--- src/rtl/deserializer_pkg.sv ---
`default_nettype none
// ============================================================================
// Module      : deserializer_pkg
// Description : Shared definitions for the serial-to-parallel deserializer:
//               FSM state encoding and default word width.
// Revision    : 1.0 - initial release
// ============================================================================
package deserializer_pkg;

    // Default number of bits per assembled word.
    localparam int unsigned c_DEFAULT_WORD_WIDTH = 8;

    // ST_IDLE  : not aligned to a word boundary, waiting for sync.
    // ST_SHIFT : aligned, collecting bits of the current word.
    typedef enum logic [0:0] {
        ST_IDLE  = 1'b0,
        ST_SHIFT = 1'b1
    } state_t;

endpackage : deserializer_pkg
`default_nettype wire

--- src/rtl/deserializer_shift.sv ---
`default_nettype none
// ============================================================================
// Module      : deserializer_shift
// Description : Shift register and bit counter for the deserializer.
//               i_start begins a new word with i_sdi as its first bit;
//               i_shift appends i_sdi to the word in progress. o_word_next is
//               the register contents after this cycle's bit, so the parent
//               can capture a finished word on the edge sampling its last bit.
//               Bit order is MSB first unless DESERIALIZER_LSB_FIRST_EN is
//               defined, in which case the first bit ends up in bit 0.
// Ports       : clk, rst           - clock, synchronous active-high reset
//               i_start            - begin a new word with i_sdi as bit 1
//               i_shift            - append i_sdi to the current word
//               i_sdi              - serial data bit
//               o_word_next        - word value including this cycle's bit
//               o_count            - bits collected so far (0..WORD_WIDTH-1)
//               o_complete         - this cycle's bit completes the word
// Revision    : 1.0 - initial release
// ============================================================================
module deserializer_shift
    import deserializer_pkg::*;
#(
    parameter int WORD_WIDTH = c_DEFAULT_WORD_WIDTH,
    localparam int CNT_W     = $clog2(WORD_WIDTH + 1)
) (
    input  logic                  clk,
    input  logic                  rst,
    input  logic                  i_start,
    input  logic                  i_shift,
    input  logic                  i_sdi,
    output logic [WORD_WIDTH-1:0] o_word_next,
    output logic [CNT_W-1:0]      o_count,
    output logic                  o_complete
);

    localparam logic [CNT_W-1:0] c_LAST = CNT_W'(WORD_WIDTH - 1);

    logic [WORD_WIDTH-1:0] r_sr;
    logic [CNT_W-1:0]      r_count;
    logic [WORD_WIDTH-1:0] w_base;
    logic [WORD_WIDTH-1:0] w_shifted;

    // A new word starts from an empty register so stale bits of an
    // abandoned partial word can never leak into the result.
    always_comb begin
        w_base = i_start ? '0 : r_sr;
`ifdef DESERIALIZER_LSB_FIRST_EN
        w_shifted = {i_sdi, w_base[WORD_WIDTH-1:1]};
`else
        w_shifted = {w_base[WORD_WIDTH-2:0], i_sdi};
`endif
    end

    always_ff @(posedge clk) begin
        if (rst) begin
            r_sr    <= '0;
            r_count <= '0;
        end else if (i_start) begin
            r_sr    <= w_shifted;
            r_count <= CNT_W'(1);
        end else if (i_shift) begin
            r_sr    <= w_shifted;
            // Wrap to 0 on the last bit so the next word follows with no sync.
            r_count <= (r_count == c_LAST) ? '0 : r_count + CNT_W'(1);
        end
    end

    // A start can never complete a word because WORD_WIDTH >= 2.
    assign o_word_next = w_shifted;
    assign o_count     = r_count;
    assign o_complete  = i_shift && (r_count == c_LAST);

endmodule : deserializer_shift
`default_nettype wire

--- src/rtl/deserializer.sv ---
`default_nettype none
// ============================================================================
// Module      : deserializer
// Description : Serial-to-parallel converter. Bits qualified by bit_en are
//               assembled into WORD_WIDTH-bit words; sync marks the first bit
//               of a word. Completed words are presented on data/valid with a
//               valid/ready handshake. overrun pulses when a finished word is
//               dropped because the output register is still occupied;
//               sync_err pulses when sync arrives mid-word.
//               Define DESERIALIZER_LSB_FIRST_EN for LSB-first bit order
//               (default build is MSB first).
// Ports       : clk, rst  - clock, synchronous active-high reset
//               sdi       - serial data bit
//               bit_en    - sdi carries a valid bit this cycle
//               sync      - with bit_en, sdi is the first bit of a word
//               valid     - data holds a complete word
//               ready     - consumer accepts data when valid && ready
//               data      - assembled word
//               overrun   - pulse: completed word dropped (output full)
//               sync_err  - pulse: partial word discarded by mid-word sync
// Revision    : 1.0 - initial release
// ============================================================================
module deserializer
    import deserializer_pkg::*;
#(
    parameter int WORD_WIDTH = c_DEFAULT_WORD_WIDTH,
    localparam int CNT_W     = $clog2(WORD_WIDTH + 1)
) (
    input  logic                  clk,
    input  logic                  rst,
    input  logic                  sdi,
    input  logic                  bit_en,
    input  logic                  sync,
    output logic                  valid,
    input  logic                  ready,
    output logic [WORD_WIDTH-1:0] data,
    output logic                  overrun,
    output logic                  sync_err
);

    state_t                r_state;
    state_t                w_state_next;
    logic                  w_start;
    logic                  w_shift;
    logic                  w_sync_err;
    logic                  w_complete;
    logic [WORD_WIDTH-1:0] w_word;
    logic [CNT_W-1:0]      w_count;

    logic [WORD_WIDTH-1:0] r_data;
    logic                  r_valid;
    logic                  r_overrun;
    logic                  r_sync_err;

    deserializer_shift #(
        .WORD_WIDTH (WORD_WIDTH)
    ) u_shift (
        .clk         (clk),
        .rst         (rst),
        .i_start     (w_start),
        .i_shift     (w_shift),
        .i_sdi       (sdi),
        .o_word_next (w_word),
        .o_count     (w_count),
        .o_complete  (w_complete)
    );

    always_ff @(posedge clk) begin
        if (rst) begin
            r_state <= ST_IDLE;
        end else begin
            r_state <= w_state_next;
        end
    end

    // Nothing happens without bit_en. A sync in SHIFT restarts the word; it
    // is only an error if bits of the current word were already collected.
    always_comb begin
        w_state_next = r_state;
        w_start      = 1'b0;
        w_shift      = 1'b0;
        w_sync_err   = 1'b0;
        case (r_state)
            ST_IDLE: begin
                if (bit_en && sync) begin
                    w_start      = 1'b1;
                    w_state_next = ST_SHIFT;
                end
            end
            ST_SHIFT: begin
                if (bit_en) begin
                    if (sync) begin
                        w_start    = 1'b1;
                        w_sync_err = (w_count != '0);
                    end else begin
                        w_shift    = 1'b1;
                    end
                end
            end
            default: begin
                w_state_next = ST_IDLE;
            end
        endcase
    end

    // Output register: a new word may load when the register is empty or is
    // being drained this same cycle; otherwise the new word is dropped.
    // Resync does not touch the output register.
    always_ff @(posedge clk) begin
        if (rst) begin
            r_data     <= '0;
            r_valid    <= 1'b0;
            r_overrun  <= 1'b0;
            r_sync_err <= 1'b0;
        end else begin
            r_overrun  <= 1'b0;
            r_sync_err <= w_sync_err;
            if (w_complete) begin
                if (!r_valid || ready) begin
                    r_data  <= w_word;
                    r_valid <= 1'b1;
                end else begin
                    r_overrun <= 1'b1;
                end
            end else if (r_valid && ready) begin
                r_valid <= 1'b0;
            end
        end
    end

    assign valid    = r_valid;
    assign data     = r_data;
    assign overrun  = r_overrun;
    assign sync_err = r_sync_err;

endmodule : deserializer
`default_nettype wire

--- config.mk ---
export PLATFORM = sky130hd
export DESIGN_NAME = deserializer
export DESIGN_NICKNAME = d
export VERILOG_FILES = /design/src/rtl/deserializer_pkg.sv /design/src/rtl/deserializer_shift.sv /design/src/rtl/deserializer.sv
export SDC_FILE = /design/constraint.sdc
export NUM_CORES = 1
export LEC_CHECK = 0
export ABC_CLOCK_PERIOD_IN_PS = 1200
export CAP_MARGIN = 25
export CORE_MARGIN = 3
export CORE_UTILIZATION = 45
export CTS_CLUSTER_DIAMETER = 120
export DETAILED_ROUTE_END_ITERATION = 8
export PLACE_DENSITY = 0.71
export REMOVE_ABC_BUFFERS = 1
export SYNTH_ARGS = -nofsm -noshare
export SYNTH_HDL_FRONTEND = slang
export SYNTH_SLANG_ARGS = --single-unit
--- constraint.sdc ---
create_clock -name clk -period 1.2 [get_ports clk]
set_input_delay 0.12 -clock clk [delete_from_list [all_inputs] [get_ports clk]]
set_output_delay 0.12 -clock clk [all_outputs]
set_load 0.1 [all_outputs]
==> metrics.txt, run 1 <==
Reg area=464 µm²; vias in the first global route=802; status=complete, but fails checks; Worst EP required=1.45 ns; final setup fails=9; hold wc startpoint=sdi; Min-Delay Path Class=in2reg; largest net degree at the start of global routing=14; Clock Skew=0.00247 ns; initial DRC count=25; Max-slew headroom=82.0%; PD cells=894 nW/µm²; Syn Area/Cell=9.53 µm²; Gate Count Post-Synth=101; r2r setup slk=-0.07 ns; placed cells=154; most frequent cells in the layout=20 x dfxtp_1, 16 x buf_4, 11 x nand2_1, 11 x nor2_1, 11 x buf_12; Hold Path Depth=3; Max Cap Viol=0; Worst-Margin Slew=0.271 ns; GRT Overall Usage=16.6%; DP Wirelength=1.55 mm; multi-input logic area=485 µm²; fmax=787 MHz; Die H=52.2 µm; Starting Density=48.1%; initial antenna violation count=0; ANT cells=0; Yosys top cell area share=47.9%; Setup WS pre-CTS=-0.208 ns; Detail Route met2 WL=1.09 mm; Peak supply drop=731 µV; Setup Crit Path Kind=reg2reg; CTS max path bufs=2; Row Count=16; Startpoint Class=flip-flop; Met1 Wirelength=911 µm; htree depth=1; CTS tree=built; Final Wtd Congestion=0.789; Core Region=2000 µm²; failing checks=setup timing; DR vias=816; top sig layer=met3; DRT Pass-1 Iters=4; Synth Cell Area=962 µm²; layout cells sized above 1=33.6%; global-route wire length before repair=3.42 mm; WHS Endpoint=data[0]$_SDFFE_PP0P_; CP max-delay cell=dfxtp_2; Yosys reg bits=23; Leakage=0.000528 µW; vias per cell=5.16; final wirelength=2.09 mm; Final Non-Filler Cells=158; biggest cell delay along the critical path=0.38 ns; WL met3=86 µm; area growth from synthesis to layout=46.8%; CP Capture Type=flip-flop; clock slew at reported path FFs=0.13 ns; RSZ-0062 raised after global routing=yes; Seq/Total Area, Yosys=47.9%; Worst Path Max Fanout=8; Die W=52.2 µm; CTS Root Buffer Type=clkbuf_4; Reg2Reg Depth=4; total power after layout=1260 µW; cell taking the most area after synthesis=dfxtp_1; Port Buf Inserts=16; RR Endpoint=data[4]$_SDFFE_PP0P_; WL per Instance=13.2 µm; final worst slack=-0.0711 ns; Post-DRT Antenna Nets=0; max-slew violation count=0; FF-to-FF Start=u_shift.o_count[0]$_SDFFE_PP0P_; GRT overflow=0; Post-route DRC=0; final core utilization=70.6%; Cell Chain, Critical Path=ha_4 -> and3b_2 -> and3_4 -> mux2i_1; synth warn=0; fin crit share=106%; data arrival time of the worst path=1.52 ns; Setup TNS=-0.527 ns; Synth area leaders=dfxtp_1 48%, mux2i_1 10%, nand2b_1 6.5%; Total Nets Final=140; Num CTS Buffers=3; Total Die Area=2730 µm²; Fin. Hold Viols=0; Layout fillers=162; Final min period=1.27 ns; I/O pins=17; clk_lat worst skew=0.31 ns; post-synthesis cell type count=21; commonest non-fill, non-tap cell in the layout=dfxtp_1; CTS sink count=23
## metrics by stage
stage / area, µm² / hold slack, ns
2_1_floorplan: 913 / 0.189
3_3_place_gp: 1340 / 0.450
3_5_place_dp: 1340 / 0.455
4_1_cts: 1400 / 0.388
5_1_grt: 1410 / 0.392
6_report: 1410 / 0.398
## cells in the mapped netlist
library cell  instances
buf_4                 1
a21oi_1               7
buf_6                 3
nor3_1                1
clkbuf_1              2
and3b_1               2
nor2_1               11
nand2b_1             10
dfxtp_1              23
nand2_1              11
o21ai_0               1
nand4b_1              1
inv_1                 3
nand4_1               1
ha_1                  2
nand3b_1              1
a22oi_1               8
mux2i_1              10
and3_4                1
or3_1                 1
o21ai_2               1
## logic make-up (layout without fill, tap and decap cells)
| kind of cell | after synthesis | count (layout) | share of synthesized area [%] |
|---|---|---|---|
| buf+inv | 9 | 39 | 6.24 |
| simple gates | 40 | 40 | 21.6 |
| fa+ha+maj | 2 | 2 | 2.60 |
| compound gates | 17 | 17 | 11.3 |
| flops | 23 | 23 | 47.9 |
| mux | 10 | 10 | 10.4 |
## power breakdown
group	switching (µW)	internal, µW
clock	233	124
combinational	59.7	65.3
sequential	8.13	773
total	301	962
## worst max-delay path by stage
stage / cells past startpoint / endpoint / start
2_1_floorplan: 3 / data[0]$_SDFFE_PP0P_ / valid$_SDFFE_PP0P_
3_3_place_gp: 5 / u_shift.o_count[0]$_SDFFE_PP0P_ / bit_en
3_5_place_dp: 4 / data[1]$_SDFFE_PP0P_ / sync
4_1_cts: 4 / data[1]$_SDFFE_PP0P_ / u_shift.o_count[0]$_SDFFE_PP0P_
5_1_grt: 4 / data[3]$_SDFFE_PP0P_ / u_shift.o_count[0]$_SDFFE_PP0P_
6_report: 4 / data[4]$_SDFFE_PP0P_ / u_shift.o_count[0]$_SDFFE_PP0P_
## layer usage
| metal | global-route usage (%) | vias up |
|---|---|---|
| li1 | - | 400 |
| met1 | 20.6 | 397 |
| met2 | 28.9 | 19 |
| met3 | 2.85 | 0 |
| met4 | 5.53 | 0 |
| met5 | 0 | - |
## sequential cells by signal, summed over array words and instances, names as in the netlist
| signal | cells |
|---|---|
| data | 8 |
| overrun | 1 |
| r_state | 1 |
| sync_err | 1 |
| u_shift.o_count | 4 |
| u_shift.r_sr | 7 |
| valid | 1 |
## final cells by class
cell class              instances  share of cell area, %
clock buffers                   3                   1.59
clock inverters                 1                  0.354
inverters                       3                  0.797
multi-input cells              69                   34.4
flip-flops and latches         23                   32.9
well taps                      27                   2.39
repair buffers                 32                   27.6
## worst max-delay path: cells and delay by family (launching register included)
kind	cells	cell delay, ns
flops	1	0.38
fa+ha+maj	1	0.14
simple gates	2	0.50
mux	1	0.20
## timing repair
action | in CTS | in global routing
gates resized for setup | 7 | 5
buffers inserted | 1 | 0
gates cloned | 0 | 0
hold buffers | 0 | 0
pin swaps | 3 | 4
setup endpoints to repair | 9 | 13
Note: power is estimated with default switching activity, not from simulation.
==> run 2, diff against run 1 <==
Settings changed: CORE_MARGIN 3 to 2.
==> metrics.txt, run 2 (synthesis gave the netlist of run 1 again) <==
Switch Pwr=299 µW (-0.78%); fmax=765 MHz (-2.7%); Layout Cell Area excl Fill=1420 µm² (+0.62%); GRT overflow=0 (unchanged); vias per cell=5.06 (-2.1%); Port Buf Inserts=16 (unchanged); Setup Crit Path Kind=reg2reg; global-route wire length before repair=3.65 mm (+6.9%); Comb power frac=9.8% (about the same); area growth from synthesis to layout=47.7%; vias in the first global route=816 (+1.7%); Pint=960 µW (-0.19%); Total Nets Final=143 (+2.1%); Post-route DRC=0 (unchanged); initial DRC count=12 (-52%); layout cells sized above 1=32.1% (-1.5 points); RSZ-0062 raised after global routing=yes; Post-DRT Antenna Nets=0 (unchanged); Starting Density=48.5% (+0.49 points); PD cells=886 nW/µm² (-0.94%); CP Capture Type=flip-flop; final setup fails=11 (+2); I/O pins=17 (unchanged); Final min period=1.31 ns (+0.0353 ns); max reg flops=8 (unchanged); CTS tree=built; Worst Path Max Fanout=3 (-5); status=complete, but fails checks; data arrival time of the worst path=1.52 ns (about the same); failing checks=setup timing; Die H=50.2 µm (-3.8%); Clock Skew=0.00950 ns (+0.00704 ns); DP Wirelength=1.51 mm (-2.7%); Clk pwr share=28.3% (about the same); Layout fillers=143 (-12%); Startpoint Class=flip-flop; Core Region=1980 µm² (-1.0%); switching part of the total=23.7% (-0.11 points); clk_lat worst skew=0.31 ns (about the same); Worst EP required=1.42 ns (-0.03 ns); DR vias=814 (-0.25%); htree depth=1 (unchanged); share of power burned in registers=61.9% (about the same); CTS sink count=23 (unchanged); ANT cells=0 (unchanged); Leakage=0.000559 µW (+5.8%); Peak supply drop=696 µV (-4.7%); GRT Overall Usage=19.3% (+2.7 points); Placement Cell Area=1350 µm² (+0.56%); DRT Pass-1 Iters=4 (unchanged); Die W=50.2 µm (-3.8%); Max-slew headroom=85.2% (+3.2 points); Row Count=16 (unchanged); CTS Root Buffer Type=clkbuf_4; initial antenna violation count=0 (unchanged); clock slew at reported path FFs=0.13 ns (about the same); max-slew violation count=0 (unchanged); final wirelength=2.20 mm (+5.4%); WL per Instance=13.7 µm (+3.5%); fin crit share=109% (+2.9 points); commonest non-fill, non-tap cell in the layout=dfxtp_1; final worst slack=-0.106 ns (-0.0353 ns); Max Cap Viol=0 (unchanged); CTS max path bufs=2 (unchanged); largest net degree at the start of global routing=14 (unchanged); Total Die Area=2520 µm² (-7.5%); most frequent cells in the layout=20 x dfxtp_1, 18 x buf_4, 11 x nor2_1, 11 x buf_12; total power after layout=1260 µW (-0.33%); Fin. Hold Viols=0 (unchanged); Worst-Margin Slew=0.222 ns (-0.0484 ns); Num CTS Buffers=3 (unchanged); Min-Delay Path Class=in2reg; Final Wtd Congestion=0.823 (+4.4%)
[run 2: changes by cell type in the layout (fill, tap and decap cells not counted), sizes merged]
cell  previous run  this run
buf             27        30
[run 2: critical path, stage by stage (launching register included)]
cell and delay [ns]:
dfxtp_2 0.36, ha_4 0.16, and3b_2 0.22, buf_4 0.14, buf_6 0.10, buf_4 0.13, nand2_4 0.05, a21oi_1 0.06
[run 2: path summary, 6_finish.rpt]
kind | slack, ns | from | end | depth (start not counted)
max reg2reg | -0.11 | u_shift.o_count[0]$_SDFFE_PP0P_ | valid$_SDFFE_PP0P_ | 7
min reg2reg | 0.49 | u_shift.r_sr[1]$_SDFFE_PP0P_ | data[2]$_SDFFE_PP0P_ | 2
min | 0.38 | sdi | data[0]$_SDFFE_PP0P_ | 3
max | -0.11 | u_shift.o_count[0]$_SDFFE_PP0P_ | valid$_SDFFE_PP0P_ | 7
[run 2: timing repair]
| action | CTS | global route |
|---|---|---|
| setup buffers | 1 | 1 |
| endpoints found under the setup margin | 9 | 13 |
| resized for setup | 6 | 4 |
| hold buffers | 0 | 0 |
| pin swaps | 3 | 2 |
[run 2: per-layer routing]
metal	wire length, µm	up-vias	share of wire, %	GRT usage [%]
li1	-	407	-	-
met5	0	-	0	0
met4	55	0	2.5	9.72
met3	77	8	3.5	3.27
met1	988	379	45	24.6
met2	1080	20	49	31.1
[run 2: power groups by stage]
stage / registers, µW / logic, µW / clock network (µW)
3_3_place_gp: 793 / 113 / 0
4_1_cts: 779 / 117 / 364
2_1_floorplan: 797 / 37.2 / 0
3_5_place_dp: 794 / 116 / 0
6_report: 780 / 123 / 356
5_1_grt: 782 / 135 / 408
[run 2: metrics by stage]
step / std cells / worst slack, ns / hold WS (ns) / TNS, ns / util, %
2_1_floorplan: 95 / -0.386 / 0.189 / -3.38 / -
3_3_place_gp: 155 / -0.201 / 0.451 / -3.06 / 67.9
3_5_place_dp: 155 / -0.226 / 0.472 / -3.52 / 67.9
4_1_cts: 160 / -0.0907 / 0.384 / -0.600 / 70.6
5_1_grt: 161 / -0.154 / 0.403 / -1.32 / 71.7
6_report: 161 / -0.106 / 0.384 / -0.805 / 71.7
[run 2: area by class of cell]
class,instances,area (µm²),share of cell area (%)
inverters,3,11.3,0.792
clock inverters,1,5.00,0.352
well taps,27,33.8,2.38
multi-input cells,69,468,32.9
clock buffers,3,22.5,1.58
repair buffers,35,417,29.3
flip-flops and latches,23,464,32.7
==> patch: new RTL, flow settings as in run 2 <==
Set the package constant `c_DEFAULT_WORD_WIDTH` to 32 (it was 8).
--- a/src/rtl/deserializer_pkg.sv
+++ b/src/rtl/deserializer_pkg.sv
@@ -9,5 +9,5 @@
 
     // Default number of bits per assembled word.
-    localparam int unsigned c_DEFAULT_WORD_WIDTH = 8;
+    localparam int unsigned c_DEFAULT_WORD_WIDTH = 32;
 
     // ST_IDLE  : not aligned to a word boundary, waiting for sync.
Ports: changed (resized data); port bits go from 17 to 41. No check against the original RTL was run, so the function may have changed too.
==> patch against run 2 <==
Total power grew to 3.5 times the old value. Routed wire length rose to 2.7 times the old value. The flow still finishes with violations (negative setup slack). Worst setup slack gained 82 ps. Hold slack worse by 290 ps. Design area increased to 2.9 times the old value. Core utilization fell by 5.8 points. Area after synthesis grew to 3.0 times the old value. Sequential cell count rose by 50.
==> patch: results (changes against run 2) <==
- The number of buffers added on ports is 40 (was 16).
- The number of failing setup endpoints in the final timing report came to 28 (was 11).
- The placer's final routability congestion estimate came to 0.827 (was 0.823).
- The pin count of the biggest net entering global routing is 37 (was 14).
- The global-route usage over all layers came to 17.1% (was 19.3%).
- The net total in the final layout is 358 (was 143).
- The final setup skew is 3.64 ps (was 9.50 ps).
- The clock transition at the registers of the reported paths is 70 ps (was 130 ps).
- The number of CTS-inserted buffers is 9 (was 3).
- The post-placement cell count came to 415 (was 155).
- The clock tree root buffer cell is clkbuf_8 (was clkbuf_4).
- The buffer count from post-CTS setup fixing was 0 (was 1).
- The total of fill cells in the finished design is 494 (was 143).
- The least setup slack across all paths after layout is -24.2 ps (was -106 ps).
- The count of H-tree levels built during CTS is 3 (was 1).
- The final HPWL from detailed placement is 3730 µm (was 1510 µm).
- Top cells by instance count after synthesis: dfxtp_1 (73), mux2i_1 (35), nand2_1 (35) (was dfxtp_1 (23), nand2_1 (11), nor2_1 (11)).
- The depth of the most critical reg-to-reg path is 4 (was 7).
- The depth of the worst hold-timing path is 2 (was 3).
- The worst setup slack after placement is -292 ps (was -226 ps).
- The number of antenna violations at the first check in global routing is 0 (unchanged).
- The via count of the first global-routing pass was 2,115 (was 816).
- The XOR/XNOR share of the synthesized area is 0.307% (was 0%).
- The post-synthesis compound-gate area fraction is 11.1% (was 11.3%).
- Violated checks: negative setup slack (unchanged).
- The fraction of layout cells with a size suffix above 1 came to 26.2% (was 32.1%).
- The maximum vdd drop is 0.808 mV (was 0.696 mV).
- The overall via count from detail_route is 2,281 (was 814).
- The yosys synthesis warning count is 0 (unchanged).
- The transition at the pin with the smallest max-transition slack came to 334 ps (was 222 ps).
- The maximum fanout count along the critical path was 19 (was 3).
- The leakage component of the power is 1.70 nW (was 0.559 nW).
- Status: finished, violations left (unchanged).
- The first-pass GRT wire length is 9560 µm (was 3650 µm).
- The slowest cell on the critical path was dfxtp_1 (was dfxtp_2).
- The number of distinct standard cells referenced by the synthesized netlist is 30 (was 21).
- The starting DRC count in detailed routing is 204 (was 12).
- Most area-consuming cells after synthesis: dfxtp_1 (51%), mux2i_1 (12%), a22oi_1 (8.2%), nand2b_1 (7.5%), nand2_1 (4.6%) (was dfxtp_1 (48%), mux2i_1 (10%), nand2b_1 (6.5%), a22oi_1 (6.2%), nand2_1 (4.3%)).
- The worst stage delay on the critical path is 320 ps (was 360 ps).
- The post-detailed-routing wire length is 5910 µm (was 2200 µm).
- The area share of fa/ha/maj cells after synthesis came to 0.877% (was 2.60%).
- The insertion delay of the later-clocked pin in the worst-skew pair is 340 ps (was 310 ps).
- The multiplexer share of the synthesized area came to 12.3% (was 10.4%).
- The number of flip-flops in the largest register came to 32 (was 8).
- The average size of a mapped cell came to 9.70 µm² (was 9.53 µm²).
- The setup TNS after final layout came to -347 ps (was -805 ps).
- The arrival time at the worst endpoint is 1460 ps (was 1520 ps).
- The part of the Yosys area used for sequential elements was 51.2% (was 47.9%).
- The per-cell routed wire length came to 13.7 µm (about the same).
==> patch: cell count changes after synthesis, moves of 2 or more <==
cell      change
clkbuf_1     +12
nor2_1       +23
nand2b_1     +24
a21o_1        +2
nand2_1      +24
a22oi_1      +23
dfxtp_1      +50
buf_2         +4
mux2i_1      +25
==> patch: power breakdown <==
part / switching [W] / leakage, nW / internal, W
logic: 0.000132 / 1.03 / 0.000103
registers: 0.00000639 / 0.590 / 0.00243
clock network: 0.000869 / 0.0867 / 0.000864
==> patch: cells by family (layout without fill, tap and decap cells) <==
logic type / count (synthesis) / count (layout)
AO/OA/AOI/OAI: 44 / 44
adder cells (fa/ha/maj): 2 / 2
buffers and inverters: 24 / 85
multiplexers: 35 / 35
XOR/XNOR: 1 / 1
flip-flops: 73 / 73
AND/OR/NAND/NOR: 115 / 115
==> patch: layout make-up <==
class	instances	area share (%)
Multi-Input combinational cell	197	32.3
Clock buffer	14	3.95
Tap cell	77	2.34
Timing Repair Buffer	67	25.3
Clock inverter	2	0.304
Inverter	2	0.182
Sequential cell	73	35.6
==> patch: stage by stage <==
step / instance area, µm² / hold slack, ps / power (W)
2_1_floorplan: 2740 / 189 / 0.00257
3_3_place_gp: 3840 / 448 / 0.00269
3_5_place_dp: 3840 / 455 / 0.00270
4_1_cts: 4040 / 84.8 / 0.00442
5_1_grt: 4120 / 94.7 / 0.00455
6_report: 4120 / 97.2 / 0.00440
==> patch: routing by layer <==
metal | global-route usage (%) | part of all wire (%)
met1 | 20.5 | 43
met2 | 27.9 | 50
met3 | 6.33 | 5.4
met4 | 6.89 | 1.8
met5 | 0 | 0
==> patch: path summary, 6_finish.rpt <==
kind	start	endpoint	slack [ps]
max	u_shift.o_count[5]$_SDFFE_PP0P_	data[29]$_SDFFE_PP0P_	-20
min	rst	r_state$_SDFF_PP0_	100
max reg2reg	u_shift.o_count[5]$_SDFFE_PP0P_	data[29]$_SDFFE_PP0P_	-20
min reg2reg	u_shift.r_sr[30]$_SDFFE_PP0P_	data[31]$_SDFFE_PP0P_	460
==> patch: critical path, delay by kind of cell (launching register included) <==
family | cells | cell delay (ps)
simple gates | 2 | 470
flops | 1 | 320
buf+inv | 1 | 200
mux | 1 | 120
==> patch: timing repair <==
action / 4_1_cts / 5_1_grt
cloned: 0 / 1
hold endpoints to repair: 0 / 0
gates resized for setup: 6 / 14
setup endpoints to repair: 35 / 47
pin swaps: 0 / 2
